==> config.mk <==
export PLATFORM = sky130hd
export DESIGN_NAME = watch_date_set
export DESIGN_NICKNAME = d
export VERILOG_FILES = /design/src/rtl/watch_pkg.sv /design/src/rtl/sw_debounce.sv /design/src/rtl/watch_date_set.sv
export SDC_FILE = /design/constraint.sdc
export NUM_CORES = 1
export LEC_CHECK = 0
export CORE_ASPECT_RATIO = 0.75
export CORE_MARGIN = 2
export CORE_UTILIZATION = 30
export CTS_CLUSTER_SIZE = 10
export DETAILED_ROUTE_END_ITERATION = 8
export GPL_ROUTABILITY_DRIVEN = 0
export PLACE_DENSITY = 0.45
export SLEW_MARGIN = 10
export SYNTH_ARGS = -nofsm -noshare
export SYNTH_HDL_FRONTEND = slang
export SYNTH_SLANG_ARGS = --single-unit
==> constraint.sdc <==
create_clock -name clk -period 7.25 [get_ports clk]
set_input_delay 0.725 -clock clk [delete_from_list [all_inputs] [get_ports clk]]
set_output_delay 0.725 -clock clk [all_outputs]
set_load 0.03 [all_outputs]
==> src/rtl/watch_pkg.sv <==
// watch_pkg: state codes, field limits, reset time and calendar helpers for watch_date_set
// State codes double as the edit_field output (RUN=0, year=1 ... second=6).
package watch_pkg;

    localparam logic [2:0] ST_RUN   = 3'd0;
    localparam logic [2:0] ST_YEAR  = 3'd1;
    localparam logic [2:0] ST_MONTH = 3'd2;
    localparam logic [2:0] ST_DAY   = 3'd3;
    localparam logic [2:0] ST_HOUR  = 3'd4;
    localparam logic [2:0] ST_MIN   = 3'd5;
    localparam logic [2:0] ST_SEC   = 3'd6;

    localparam logic [7:0] SEC_MAX   = 8'd59;
    localparam logic [7:0] MIN_MAX   = 8'd59;
    localparam logic [7:0] HOUR_MAX  = 8'd23;
    localparam logic [7:0] MONTH_MAX = 8'd12;

    localparam logic [7:0] RST_YEAR   = 8'd0;
    localparam logic [7:0] RST_MONTH  = 8'd1;
    localparam logic [7:0] RST_DAY    = 8'd1;
    localparam logic [7:0] RST_HOUR   = 8'd0;
    localparam logic [7:0] RST_MINUTE = 8'd0;
    localparam logic [7:0] RST_SECOND = 8'd0;

    // Years 2000..2099 only, so divisibility by 4 is the whole leap rule.
    function automatic logic [7:0] days_in_month(input logic [7:0] month, input logic [7:0] year);
        if (month == 8'd2) return ((year & 8'd3) == 8'd0) ? 8'd29 : 8'd28;
        return (month == 8'd4 || month == 8'd6 || month == 8'd9 || month == 8'd11) ? 8'd30 : 8'd31;
    endfunction

    function automatic logic [7:0] wrap_step(input logic [7:0] v, input logic [7:0] lo,
                                             input logic [7:0] hi, input logic up);
        return up ? ((v == hi) ? lo : v + 8'd1) : ((v == lo) ? hi : v - 8'd1);
    endfunction

endpackage

==> src/rtl/sw_debounce.sv <==
// sw_debounce: per-bit 2-flop synchroniser, debounce counter and press pulse
// Ports: clk, rst (async active-low), sw_in raw switches, press one-cycle 0->1 pulses.
module sw_debounce #(
    parameter int WIDTH      = 4,
    parameter int DEB_CYCLES = 500_000
) (
    input  logic             clk,
    input  logic             rst,
    input  logic [WIDTH-1:0] sw_in,
    output logic [WIDTH-1:0] press
);

    localparam int CW = $clog2(DEB_CYCLES + 1);
    localparam logic [CW-1:0] CNT_LAST = CW'(DEB_CYCLES - 1);

    logic [WIDTH-1:0] sync1_q, sync2_q, level_q, level_d, press_q, press_d, flip;
    logic [CW-1:0] cnt_q [WIDTH];
    logic [CW-1:0] cnt_d [WIDTH];

    // The counter measures how long the synchronised level has differed from
    // the accepted one; any cycle of agreement restarts it.
    always_comb begin
        for (int i = 0; i < WIDTH; i++) begin
            flip[i]    = (sync2_q[i] != level_q[i]) && (cnt_q[i] == CNT_LAST);
            cnt_d[i]   = (sync2_q[i] == level_q[i] || flip[i]) ? '0 : cnt_q[i] + CW'(1);
            level_d[i] = level_q[i] ^ flip[i];
            press_d[i] = flip[i] & ~level_q[i];
        end
    end

    always_ff @(posedge clk or negedge rst) begin
        if (!rst) begin
            sync1_q <= '0;
            sync2_q <= '0;
            level_q <= '0;
            press_q <= '0;
            for (int i = 0; i < WIDTH; i++) cnt_q[i] <= '0;
        end else begin
            sync1_q <= sw_in;
            sync2_q <= sync1_q;
            level_q <= level_d;
            press_q <= press_d;
            cnt_q   <= cnt_d;
        end
    end

    assign press = press_q;

endmodule

==> src/rtl/watch_date_set.sv <==
// watch_date_set: 1 Hz calendar clock with debounced switch-driven set mode
// Ports: clk, rst (async active-low), sw_in {exit, down, up, mode};
// year/month/day/hour/minute/second binary fields, tick_1hz, setting, edit_field, blink.
module watch_date_set
    import watch_pkg::*;
#(
    parameter int TICK_DIV   = 50_000_000,
    parameter int DEB_CYCLES = 500_000,
    parameter int YEAR_MAX   = 99
) (
    input  logic       clk,
    input  logic       rst,
    input  logic [3:0] sw_in,
    output logic [7:0] year,
    output logic [7:0] month,
    output logic [7:0] day,
    output logic [7:0] hour,
    output logic [7:0] minute,
    output logic [7:0] second,
    output logic       tick_1hz,
    output logic       setting,
    output logic [2:0] edit_field,
    output logic       blink
);

    localparam int DW = $clog2(TICK_DIV);
    localparam logic [DW-1:0] DIV_LAST = DW'(TICK_DIV - 1);
    localparam logic [DW-1:0] DIV_HALF = DW'(TICK_DIV / 2 - 1);
    localparam logic [7:0] YMAX = 8'(YEAR_MAX);

    logic [3:0] press;
    logic ev_mode, ev_up, ev_dn, ev_exit, div_last;
    logic [7:0] year_q, year_d, month_q, month_d, day_q, day_d;
    logic [7:0] hour_q, hour_d, minute_q, minute_d, second_q, second_d;
    logic [7:0] dim_q, dim_d;
    logic [DW-1:0] div_q, div_d;
    logic [2:0] state_q, state_d;
    logic tick_q, tick_d, blink_q, blink_d;

    sw_debounce #(.WIDTH(4), .DEB_CYCLES(DEB_CYCLES)) u_deb (
        .clk   (clk),
        .rst   (rst),
        .sw_in (sw_in),
        .press (press)
    );

    assign ev_mode  = press[0];
    assign ev_up    = press[1];
    assign ev_dn    = press[2];
    assign ev_exit  = press[3];
    assign div_last = (div_q == DIV_LAST);
    assign dim_q    = days_in_month(month_q, year_q);

    always_comb begin
        year_d   = year_q;
        month_d  = month_q;
        day_d    = day_q;
        hour_d   = hour_q;
        minute_d = minute_q;
        second_d = second_q;
        state_d  = state_q;
        blink_d  = blink_q;
        tick_d   = 1'b0;
        div_d    = div_last ? '0 : div_q + DW'(1);
        if (state_q == ST_RUN) begin
            tick_d = div_last;
            if (div_last) begin
                second_d = wrap_step(second_q, 8'd0, SEC_MAX, 1'b1);
                if (second_q == SEC_MAX) begin
                    minute_d = wrap_step(minute_q, 8'd0, MIN_MAX, 1'b1);
                    if (minute_q == MIN_MAX) begin
                        hour_d = wrap_step(hour_q, 8'd0, HOUR_MAX, 1'b1);
                        if (hour_q == HOUR_MAX) begin
                            day_d = wrap_step(day_q, 8'd1, dim_q, 1'b1);
                            if (day_q == dim_q) begin
                                month_d = wrap_step(month_q, 8'd1, MONTH_MAX, 1'b1);
                                if (month_q == MONTH_MAX) year_d = wrap_step(year_q, 8'd0, YMAX, 1'b1);
                            end
                        end
                    end
                end
            end
            // A same-cycle tick still lands; only the state and blink timer restart.
            if (ev_mode) begin
                state_d = ST_YEAR;
                div_d   = '0;
                blink_d = 1'b1;
            end
        end else if (ev_exit) begin
            state_d = ST_RUN;
            div_d   = '0;
            blink_d = 1'b0;
        end else begin
            blink_d = blink_q ^ (div_last || div_q == DIV_HALF);
            if (ev_mode) begin
                state_d = (state_q == ST_SEC) ? ST_YEAR : state_q + 3'd1;
            end else if (ev_up ^ ev_dn) begin
                case (state_q)
                    ST_YEAR:  year_d   = wrap_step(year_q, 8'd0, YMAX, ev_up);
                    ST_MONTH: month_d  = wrap_step(month_q, 8'd1, MONTH_MAX, ev_up);
                    ST_DAY:   day_d    = wrap_step(day_q, 8'd1, dim_q, ev_up);
                    ST_HOUR:  hour_d   = wrap_step(hour_q, 8'd0, HOUR_MAX, ev_up);
                    ST_MIN:   minute_d = wrap_step(minute_q, 8'd0, MIN_MAX, ev_up);
                    ST_SEC:   second_d = wrap_step(second_q, 8'd0, SEC_MAX, ev_up);
                    default: ;
                endcase
            end
        end
        // Month/year edits can shrink the month under the current day.
        dim_d = days_in_month(month_d, year_d);
        if (day_d > dim_d) day_d = dim_d;
    end

    always_ff @(posedge clk or negedge rst) begin
        if (!rst) begin
            year_q   <= RST_YEAR;
            month_q  <= RST_MONTH;
            day_q    <= RST_DAY;
            hour_q   <= RST_HOUR;
            minute_q <= RST_MINUTE;
            second_q <= RST_SECOND;
            div_q    <= '0;
            state_q  <= ST_RUN;
            tick_q   <= 1'b0;
            blink_q  <= 1'b0;
        end else begin
            year_q   <= year_d;
            month_q  <= month_d;
            day_q    <= day_d;
            hour_q   <= hour_d;
            minute_q <= minute_d;
            second_q <= second_d;
            div_q    <= div_d;
            state_q  <= state_d;
            tick_q   <= tick_d;
            blink_q  <= blink_d;
        end
    end

    assign year       = year_q;
    assign month      = month_q;
    assign day        = day_q;
    assign hour       = hour_q;
    assign minute     = minute_q;
    assign second     = second_q;
    assign tick_1hz   = tick_q;
    assign setting    = (state_q != ST_RUN);
    assign edit_field = state_q;
    assign blink      = blink_q;

endmodule

After elaboration in Yosys (flattened, before gate mapping) --
Cells that the tools add are included.
Word-level totals: bits in registers 171, memory bits (writable) 0, input port bits 6, logic and storage cells 230, memories kept 0, ROM bits 0, latch bits 0
Cells by class: add/sub/neg operators 18, $lt $le $gt $ge 1, shift operators 0, multiply operators 0, reduce and logical (&&, ||, !) cells 34, muxes and demuxes 97, eq/ne operators 47, divide/modulo/power cells 0, bitwise gates (word level) 14
Operators by type and width (count):
- two-way mux 8 bit | 74
- two-way mux 26 bit | 4
- adder 19 x 1 -> 19 bit (second input constant) | 4
- equality test 19 bit (second input constant) | 4
- two-way mux 19 bit | 4
- adder 8 x 1 -> 8 bit (second input constant) | 6
- logical NOT 8 bit | 6
- subtractor 8 x 1 -> 8 bit (second input constant) | 6
- equality test 8 x 4 -> 1 bit (second input constant) | 5
- equality test 8 x 3 -> 1 bit (second input constant) | 4
- adder 26 x 1 -> 26 bit (second input constant) | 1
- equality test 26 x 25 -> 1 bit (second input constant) | 1
- equality test 26 bit (second input constant) | 1
- equality test 8 x 1 -> 1 bit (second input constant) | 2
- equality test 8 x 2 -> 1 bit (second input constant) | 2
- equality test 8 x 6 -> 1 bit (second input constant) | 2
- two-way mux 3 bit | 5
- inequality test 2 x 1 -> 1 bit (second input constant) | 6
- nonzero test 2 bit | 6
- logical OR 1 bit | 11
- two-way mux 1 bit | 10
- AND reduction 10 bit | 1
- equality test 3 bit (second input constant) | 3
- equality test 8 x 5 -> 1 bit (second input constant) | 1
- other kinds (19) | 42

Longest topological paths before layout --
Gate-level depths: netlist (run 1).
depth after elaboration 21, depth in mapped cells 18, mapped depth without buffers 16

Cells and area by module --
From an unflattened synthesis (run 1), not the netlist that was laid out.
Unflattened totals: cells, all modules 1229, area, all modules 10593.9 sq um
Modules (own cells, without submodules):
- watch_date_set | area each 6296.0 sq um, instances 1, cells an instance 809, seq. area each 1979.4 sq um
- sw_debounce | area each 4297.9 sq um, instances 1, cells an instance 420, seq. area each 2302.2 sq um

Least setup slack after synthesis (run 1) --
OpenSTA, ideal clock, no wires.
path type reg2reg, from register month_q[0], in the netlist month[0], to register day_q[0], in the netlist day[0], period minus slack after synthesis 4.417 ns, arrival time 4.342 ns, data required time 7.175 ns, setup slack 2.833 ns, cell stages (with the launch flop) 19, library setup time 0.075 ns, cells stage by stage dfstp_2 clkbuf_1 inv_1 ha_1 or3b_2 or3_4 a21oi_4 nand3_2 buf_6 o31ai_1 a31oi_1 or4_4 a31oi_1 inv_1 ha_1 nand2_1 o21ai_0 o41ai_1 mux2i_1
Between the ends: longest elaborated chain between the ends 21, elaborated cells between the ends (all ways) 64, those cells by class add/sub: 2; order compare: 1; eq/ne: 13; mux: 41; reduce/logical: 7
RTL lines:
- start, declared | line watch_date_set.sv:33 | logic [7:0] year_q, year_d, month_q, month_d, day_q, day_d;
- start signal, assigned | line watch_date_set.sv:128 | month_q <= month_d;
- equality test 8 x 3 -> 1 bit | line watch_pkg.sv:28 | return (month == 8'd4 || month == 8'd6 || month == 8'd9 || month == 8'd11) ? 8'd30 : 8'd31;
- logical OR 1 bit (3 in series) | line watch_pkg.sv:28
- two-way mux 1 bit | line watch_pkg.sv:28
- two-way mux 8 bit | line watch_pkg.sv:28
- equality test 8 bit | line watch_date_set.sv:75 | if (day_q == dim_q) begin
- two-way mux 8 bit | line watch_date_set.sv:75
- two-way mux 8 bit | line watch_date_set.sv:73 | if (hour_q == HOUR_MAX) begin
- two-way mux 8 bit | line watch_date_set.sv:71 | if (minute_q == MIN_MAX) begin
- (+3 left out)
- via month_d[5] | line watch_date_set.sv:33
- equality test 8 x 3 -> 1 bit | line watch_pkg.sv:28
- logical OR 1 bit (3 in series) | line watch_pkg.sv:28
- two-way mux 1 bit | line watch_pkg.sv:28
- two-way mux 8 bit * | line watch_pkg.sv:28
- > comparator 8 bit | line watch_date_set.sv:111 | if (day_d > dim_d) day_d = dim_d;
- two-way mux 8 bit * | line watch_date_set.sv:111
- via day_d[0] | line watch_date_set.sv:33
- end signal, assigned | line watch_date_set.sv:129 | day_q <= day_d;
- end, declared | line watch_date_set.sv:33
The timed path passes the listed nets; every way through them passes the cells marked *. The select of a mux whose other input is x is not followed. A chain may end at the register's enable or synchronous reset.

Worst setup path in the final report (run 1) --
from register month_q[0], in the netlist month[0], to register day_q[1], in the netlist day[1]
Same word-level chain as after synthesis.

==> flow_metrics.py, run 1 <==
metrics = {
    "outcome": {
        "status": "finished clean",
    },
    "timing": {
        "period_share_pct": 65.5,
        "fmax_mhz": 211,
        "setup_viol": 0,
        "post-route-min-period_ps": 4750,
        "slew_viol_final": 0,
        "fin_ws_ps": 2500,
        "rsz0062_at_grt": "false",
        "relSlewSlack_pct": 33.5,
        "setup_tns_ps": 0,
        "hold_violations": 0,
        "worst-slew-pin-transition_ps": 994,
        "fin_skew_ps": 12.1,
    },
    "synth": {
        "synthFlopType": "dfrtp_1",
        "synthAdderAreaFrac_pct": 3.26,
        "synth_cell_types": 87,
        "netlist_instances": 1195,
        "yosysWarnings": 0,
        "async_reset_ff_share_pct": 100,
        "seq_area_frac_synth_pct": 41.3,
        "ys_ff_latch": 171,
        "syn-cell-area_um2": 10400,
        "synth_compound_area_share_pct": 14.4,
        "yosys.area_share.simple_pct": 27.7,
        "syn_area_per_cell_um2": 8.67,
        "synth_edf_count": 0,
        "synth.area.mux_share_pct": 1.23,
        "synth_top_family_by_area": "simple AND/OR/NAND/NOR gates",
        "synth_xor_area_share_pct": 8.79,
    },
    "floorplan": {
        "ioPinCount": 60,
        "core_area_um2": 33700,
        "die_h_um": 165,
        "dieArea_um2": 36100,
        "rows": 58,
        "die_x_um": 219,
        "start_util_pct": 30.7,
    },
    "finish": {
        "drive_gt1_share_pct": 5.96,
        "area_growth_pct": 15.2,
        "multiInputGateArea_um2": 5750,
        "seq_area_um2": 4280,
        "fin_nets": 1262,
        "n_antenna_cell": 0,
        "fill_cells": 3521,
        "stdcell_area_um2": 11900,
    },
    "clock_network": {
        "clk_pin_slew_ps": 70,
        "cts_root_buf": "clkbuf_16",
        "cts_tree": "done",
        "clock_sinks": 171,
        "cts_resized": 0,
        "post-cts-setup-buffers": 0,
        "ctsHoldBuffers": 0,
        "h-tree-depth": 4,
        "clockBufferDepth": 2,
        "numCtsBuffers": 17,
        "clk_latency_ps": 460,
    },
    "pwr": {
        "p_leak_nw": 4.88,
        "total_power_w": 0.00193,
        "seq_power_share_pct": 50.2,
        "p_switching_w": 0.000494,
        "power_density_nw_per_um2": 162,
        "intPower_w": 0.00144,
        "comb_power_share_pct": 2.6,
        "clockPowerShare_pct": 47.1,
        "vdd_ir_drop_max_mv": 0.0963,
        "swShare_pct": 25.6,
    },
    "worst_setup_path": {
        "cp.arrival_ps": 5120,
        "startpoint_type": "register",
        "path_cells": "inv_1 -> ha_1 -> or3b_2 -> or3_4 -> a21oi_4 -> nand3_2 -> o31ai_1 -> a31oi_1 -> or4_4 -> a31oi_1 -> inv_1 -> ha_1 -> nand2_1 -> o21ai_0 -> o41ai_1 -> mux2i_1",
        "path_class": "register to register",
        "max_stage_delay_ps": 580,
        "cp_data_required_time_ps": 7620,
        "crit_fanout": 12,
        "critPathSlowestCell": "or4_4",
        "cp-end-kind": "register",
        "path_buf_inv": 2,
        "cp_top_family": "simple AND/OR/NAND/NOR gates",
    },
    "global_routing": {
        "grt_max_degree": 112,
        "antenna_found_initial": 0,
        "grt_pass1_wl_um": 44600,
        "first_global_vias": 8106,
        "grt_use_total_pct": 15.5,
        "grt_overflow": 0,
    },
    "detailed_routing": {
        "via_per_inst": 5.22,
        "firstDrtPassIters": 7,
        "wl_per_cell_um": 16.1,
        "ant_nets": 0,
        "first_iter_violations": 714,
        "wirelength_um": 27200,
        "drc": 0,
        "vias": 8831,
    },
    "min_path": {
        "hp-class": "register to register",
    },
    "place": {
        "dpl_worst_slack_ps": 2530,
        "port_buffers": 59,
        "dp.final_hpwl_um": 18700,
        "placed_area_um2": 11400,
    },
    "flow_run": {
        "cap_violations": 0,
    },
}
[synthesized netlist by cell type (all sizes together), types with 8 or more instances]
library cell | n | share of area, %
clkbuf | 46 | 1.7
and3 | 45 | 2.7
nor4b | 9 | 0.88
nor2 | 184 | 6.7
o21ai | 67 | 3.2
and2 | 10 | 0.60
a21oi | 51 | 2.6
nor4 | 17 | 1.5
or4 | 10 | 0.83
xnor2 | 48 | 4.1
xor2 | 56 | 4.7
ha | 27 | 3.3
a31oi | 11 | 0.66
o31ai | 18 | 1.4
inv | 36 | 1.3
nand4 | 22 | 1.4
o22ai | 12 | 0.72
nand3 | 80 | 3.9
nand3b | 8 | 0.58
nor3 | 37 | 1.8
or3 | 14 | 0.94
nand2 | 98 | 3.5
dfrtp | 169 | 41
[worst reg2reg max path, cell delays in order (launching register included)]
cell and delay (ps):
dfstp_2 430, inv_1 140, ha_1 220, or3b_2 510, or3_4 360, a21oi_4 240, nand3_2 270, o31ai_1 320
a31oi_1 150, or4_4 580, a31oi_1 240, inv_1 70, ha_1 270, nand2_1 60, o21ai_0 70, o41ai_1 480
mux2i_1 260
[final cells by class]
cell class | instances | area share (%)
Multi-Input combinational cell | 938 | 48.2
Sequential cell | 171 | 35.9
Timing Repair Buffer | 65 | 5.36
Tap cell | 450 | 4.72
Clock buffer | 18 | 3.68
Inverter | 36 | 1.13
Clock inverter | 14 | 1.06
[metal layers]
layer	global-route usage (%)	routed length, um	vias up
li1	-	-	4358
met4	3.90	280	0
met1	23.6	14400	4224
met5	0	0	-
met3	3.22	1210	26
met2	22.0	11400	223
[logic make-up after synthesis]
group           Yosys count
mux                      12
buf+inv                  88
fa+ha+maj                27
simple gates            563
xor+xnor                104
other cells               1
flops                   171
compound gates          229
[stage by stage]
step / util [%] / hold WS, ps / std cells
after floorplan: - / 331 / 1197
after global placement: 33.7 / 332 / 1660
after detailed placement: 33.7 / 336 / 1660
after CTS: 35.4 / 352 / 1692
after global routing: 35.4 / 360 / 1692
final: 35.4 / 350 / 1692
[worst paths after layout]
| kind | slack (ps) | to | from | cells past startpoint |
|---|---|---|---|---|
| max | 2500 | day[1] | month[0] | 16 |
| min | 350 | u_deb.sync2_q[2] | u_deb.sync1_q[2] | 0 |
| max reg2reg | 2500 | day[1] | month[0] | 16 |
| min reg2reg | 350 | u_deb.sync2_q[2] | u_deb.sync1_q[2] | 0 |
| max in group asynchronous | 5490 | day[6] | rst | 2 |
| min in group asynchronous | 360 | u_deb.cnt_q[15] | rst | 1 |
[state kept, by name, summed over array words and instances, names as in the netlist, named ones only]
register	cells
edit_field	3
blink	1
u_deb.cnt_q	76
year	8
minute	8
u_deb.sync1_q	4
second	8
tick_1hz	1
u_deb.sync2_q	4
day	8
div_q	26
hour	8
month	8
u_deb.press	4
[cells in the final DEF (no fill, tap or decap), drive strengths merged, types with 10 or more instances in the layout]
master	netlist	layout
a21oi	51	51
a31oi	11	11
and2	10	10
and3	45	45
clkbuf	46	19
clkdlybuf4s50	0	58
dfrtp	169	169
ha	27	27
inv	36	44
nand2	98	98
nand3	80	80
nand4	22	22
nor2	184	184
nor3	37	37
nor4	17	17
o21ai	67	67
o22ai	12	12
o31ai	18	18
or3	14	14
or4	10	10
xnor2	48	48
xor2	56	56
[power groups by stage]
| stage | sequential (W) | combinational, W | clock, W |
|---|---|---|---|
| 4_1_cts | 0.000970 | 0.0000536 | 0.000945 |
| 6_report | 0.000971 | 0.0000507 | 0.000910 |
| 3_5_place_dp | 0.000989 | 0.0000533 | 0 |
| 2_1_floorplan | 0.000988 | 0.0000227 | 0 |
| 3_3_place_gp | 0.000989 | 0.0000539 | 0 |
| 5_1_grt | 0.000972 | 0.0000587 | 0.000983 |
(Power assumes the default switching activity.)
==> run 2: changes to the inputs <==
--- a/config.mk
+++ b/config.mk
@@ -11,7 +11,7 @@
 export CTS_CLUSTER_SIZE = 10
 export DETAILED_ROUTE_END_ITERATION = 8
 export GPL_ROUTABILITY_DRIVEN = 0
-export PLACE_DENSITY = 0.45
+export PLACE_DENSITY = 0.46
 export SLEW_MARGIN = 10
 export SYNTH_ARGS = -nofsm -noshare
 export SYNTH_HDL_FRONTEND = slang
==> constraint.sdc (replaced) <==
create_clock -name clk -period 4.1 [get_ports clk]
set_input_delay 0.41 -clock clk [delete_from_list [all_inputs] [get_ports clk]]
set_output_delay 0.41 -clock clk [all_outputs]
set_load 0.03 [all_outputs]
==> run 2 against run 1 <==
- the run now ends with negative setup slack left
- via count rose by 3.1%
- flip-flop and latch count is the same
- die area unchanged
- total power increased by 80%
- register-to-register slack got worse by 2600 ps
- clock power increased by 81%
- design area increased by 6.6%
- first-iteration DRC count is 6.7% higher
- wire length rose by 3.3%
- hold slack improved by 2.3 ps
- final cell count increased by 5.0%
- utilization rose by 2.3 points
- largest power group unchanged
==> flow_metrics.py, run 2 (synthesis gave the netlist of run 1 again) <==
metrics = {
    "timing": {
        "rsz0062_at_grt": "true",
        "fin_skew_ps": 8.07,
        "period_share_pct": 103,
        "slew_viol_final": 0,
        "fmax_mhz": 238,
        "hold_violations": 0,
        "fin_ws_ps": -103,
        "relSlewSlack_pct": 31.7,
        "fin_hold_ws_ps": 352,
        "post-route-min-period_ps": 4200,
        "worst-slew-pin-transition_ps": 1020,
        "setup_viol": 2,
        "setup_tns_ps": -199,
    },
    "finish": {
        "mostFrequentLayoutCell": "nor2_1",
        "drive_gt1_share_pct": 13.3,
        "reg_top3": "u_deb.cnt_q x76, div_q x26",
        "fill_cells": 3465,
        "fin_nets": 1350,
        "stdcell_area_um2": 12700,
        "top_register": "u_deb.cnt_q",
        "final_cell_mix": "nor2_1 (184), dfrtp_1 (167), nand2_1 (98)",
        "n_antenna_cell": 0,
        "area_growth_pct": 22.8,
        "largest_register_ffs": 76,
    },
    "global_routing": {
        "first_global_vias": 8545,
        "grt_pass1_wl_um": 46800,
        "grt_overflow": 0,
        "grt_max_degree": 76,
        "antenna_found_initial": 0,
        "grt_use_total_pct": 16.2,
    },
    "floorplan": {
        "die_h_um": 165,
        "core_area_um2": 33700,
        "dieArea_um2": 36100,
        "ioPinCount": 60,
        "rows": 58,
        "start_util_pct": 30.7,
        "die_x_um": 219,
    },
    "detailed_routing": {
        "ant_nets": 0,
        "wl_per_cell_um": 15.8,
        "first_iter_violations": 762,
        "drc": 0,
        "wirelength_um": 28100,
        "firstDrtPassIters": 7,
        "via_per_inst": 5.12,
        "vias": 9106,
    },
    "worst_setup_path": {
        "critPathSlowestCell": "or4_4",
        "startpoint_type": "register",
        "worstRegToRegCells": 14,
        "cp-endpoint": "day[0]",
        "cp.arrival_ps": 4580,
        "path_cells": "or4_4 -> or3_4 -> a21oi_4 -> and4_4 -> mux2i_1 -> a221oi_2 -> or4_4 -> nor4_4 -> ha_1 -> nand2_1 -> o21ai_1 -> o41ai_2 -> buf_4 -> mux2i_1",
        "cp-end-kind": "register",
        "cp_data_required_time_ps": 4470,
        "startpoint": "month[4]",
        "crit_fanout": 5,
        "reg2reg_slack_ps": -100,
        "max_stage_delay_ps": 570,
        "worstReg2RegStart": "month[4]",
        "path_class": "register to register",
        "reg2reg_to": "day[0]",
    },
    "clock_network": {
        "clk_pin_slew_ps": 70,
        "numCtsBuffers": 17,
        "h-tree-depth": 4,
        "clock_sinks": 171,
        "cts_tree": "done",
        "cts_root_buf": "clkbuf_16",
        "clk_latency_ps": 450,
        "clockBufferDepth": 2,
    },
    "pwr": {
        "power_density_nw_per_um2": 272,
        "vdd_ir_drop_max_mv": 0.254,
        "p_leak_nw": 5.36,
    },
    "min_path": {
        "holdCritStartpoint": "u_deb.sync1_q[3]",
        "hp-class": "register to register",
    },
    "place": {
        "dp.final_hpwl_um": 19800,
        "port_buffers": 59,
        "placed_area_um2": 12000,
        "dpl_worst_slack_ps": -120,
    },
    "flow_run": {
        "cap_violations": 0,
    },
    "outcome": {
        "violations": "negative setup slack",
        "status": "complete, but fails checks",
    },
}
run 2: cell count changes in the layout (fill, tap and decap cells not counted), sizes merged:
| cell | previous run | this run |
|---|---|---|
| clkinv | 5 | 4 |
| clkinvlp | 1 | 3 |
| dlygate4sd3 | 0 | 1 |
| buf | 6 | 93 |
| bufinv | 0 | 2 |
| inv | 44 | 38 |
run 2: area by class of cell:
type	count	area (um2)	share of cell area (%)
Multi-Input combinational cell	938	5850	46.0
Sequential cell	171	4280	33.7
Timing Repair Buffer	153	1320	10.3
Tap cell	450	563	4.42
Clock buffer	18	439	3.45
Inverter	36	140	1.10
Clock inverter	11	138	1.08
run 2: power by group:
group / switching [W] / internal, W / leakage [nW]
clock: 0.000737 / 0.000913 / 0.273
combinational: 0.0000711 / 0.0000323 / 2.77
sequential: 0.0000126 / 0.00170 / 2.31
total: 0.000821 / 0.00265 / 5.36
run 2: per-stage QoR:
stage | power, W | util [%] | instances
after global routing | 0.00362 | 37.7 | 1777
after global placement | 0.00185 | 35.6 | 1738
after detailed placement | 0.00185 | 35.6 | 1738
after floorplan | 0.00179 | - | 1197
final | 0.00347 | 37.7 | 1777
after CTS | 0.00352 | 37.4 | 1769
run 2: repair_timing:
| item | in CTS | in global routing |
|---|---|---|
| gates resized for setup | 0 | 14 |
| hold endpoints to repair | 48 | 0 |
| pin swaps | 1 | 10 |
| endpoints found under the setup margin | 2 | 2 |
| hold buffers | 1 | 0 |
| buffers inserted | 1 | 8 |
run 2: worst max-delay path, delay by kind of cell, from the launching register on:
kind,cells,cell delay [ps]
AND/OR/NAND/NOR,6,2180
AO/OA/AOI/OAI,4,710
multiplexers,2,390
flip-flops,1,380
adder cells (fa/ha/maj),1,280
buffers and inverters,1,180
run 2: worst min path at each step:
stage | endpoint | slack (ps) | cells past startpoint
2_1_floorplan | async pin | 110 | 0
3_3_place_gp | u_deb.sync2_q[2] | 330 | 0
3_5_place_dp | u_deb.sync2_q[2] | 340 | 0
4_1_cts | u_deb.sync2_q[2] | 350 | 0
5_1_grt | u_deb.sync2_q[2] | 360 | 0
6_report | u_deb.sync2_q[3] | 350 | 0
run 2: per-layer routing:
layer  vias to the layer above  track usage, %  wire length [um]
met1                      4348            24.3             14700
li1                       4538               -                 -
met5                         -               0                 0
met3                        25            3.63              1380
met4                         0            3.93               306
met2                       195            23.1             11700
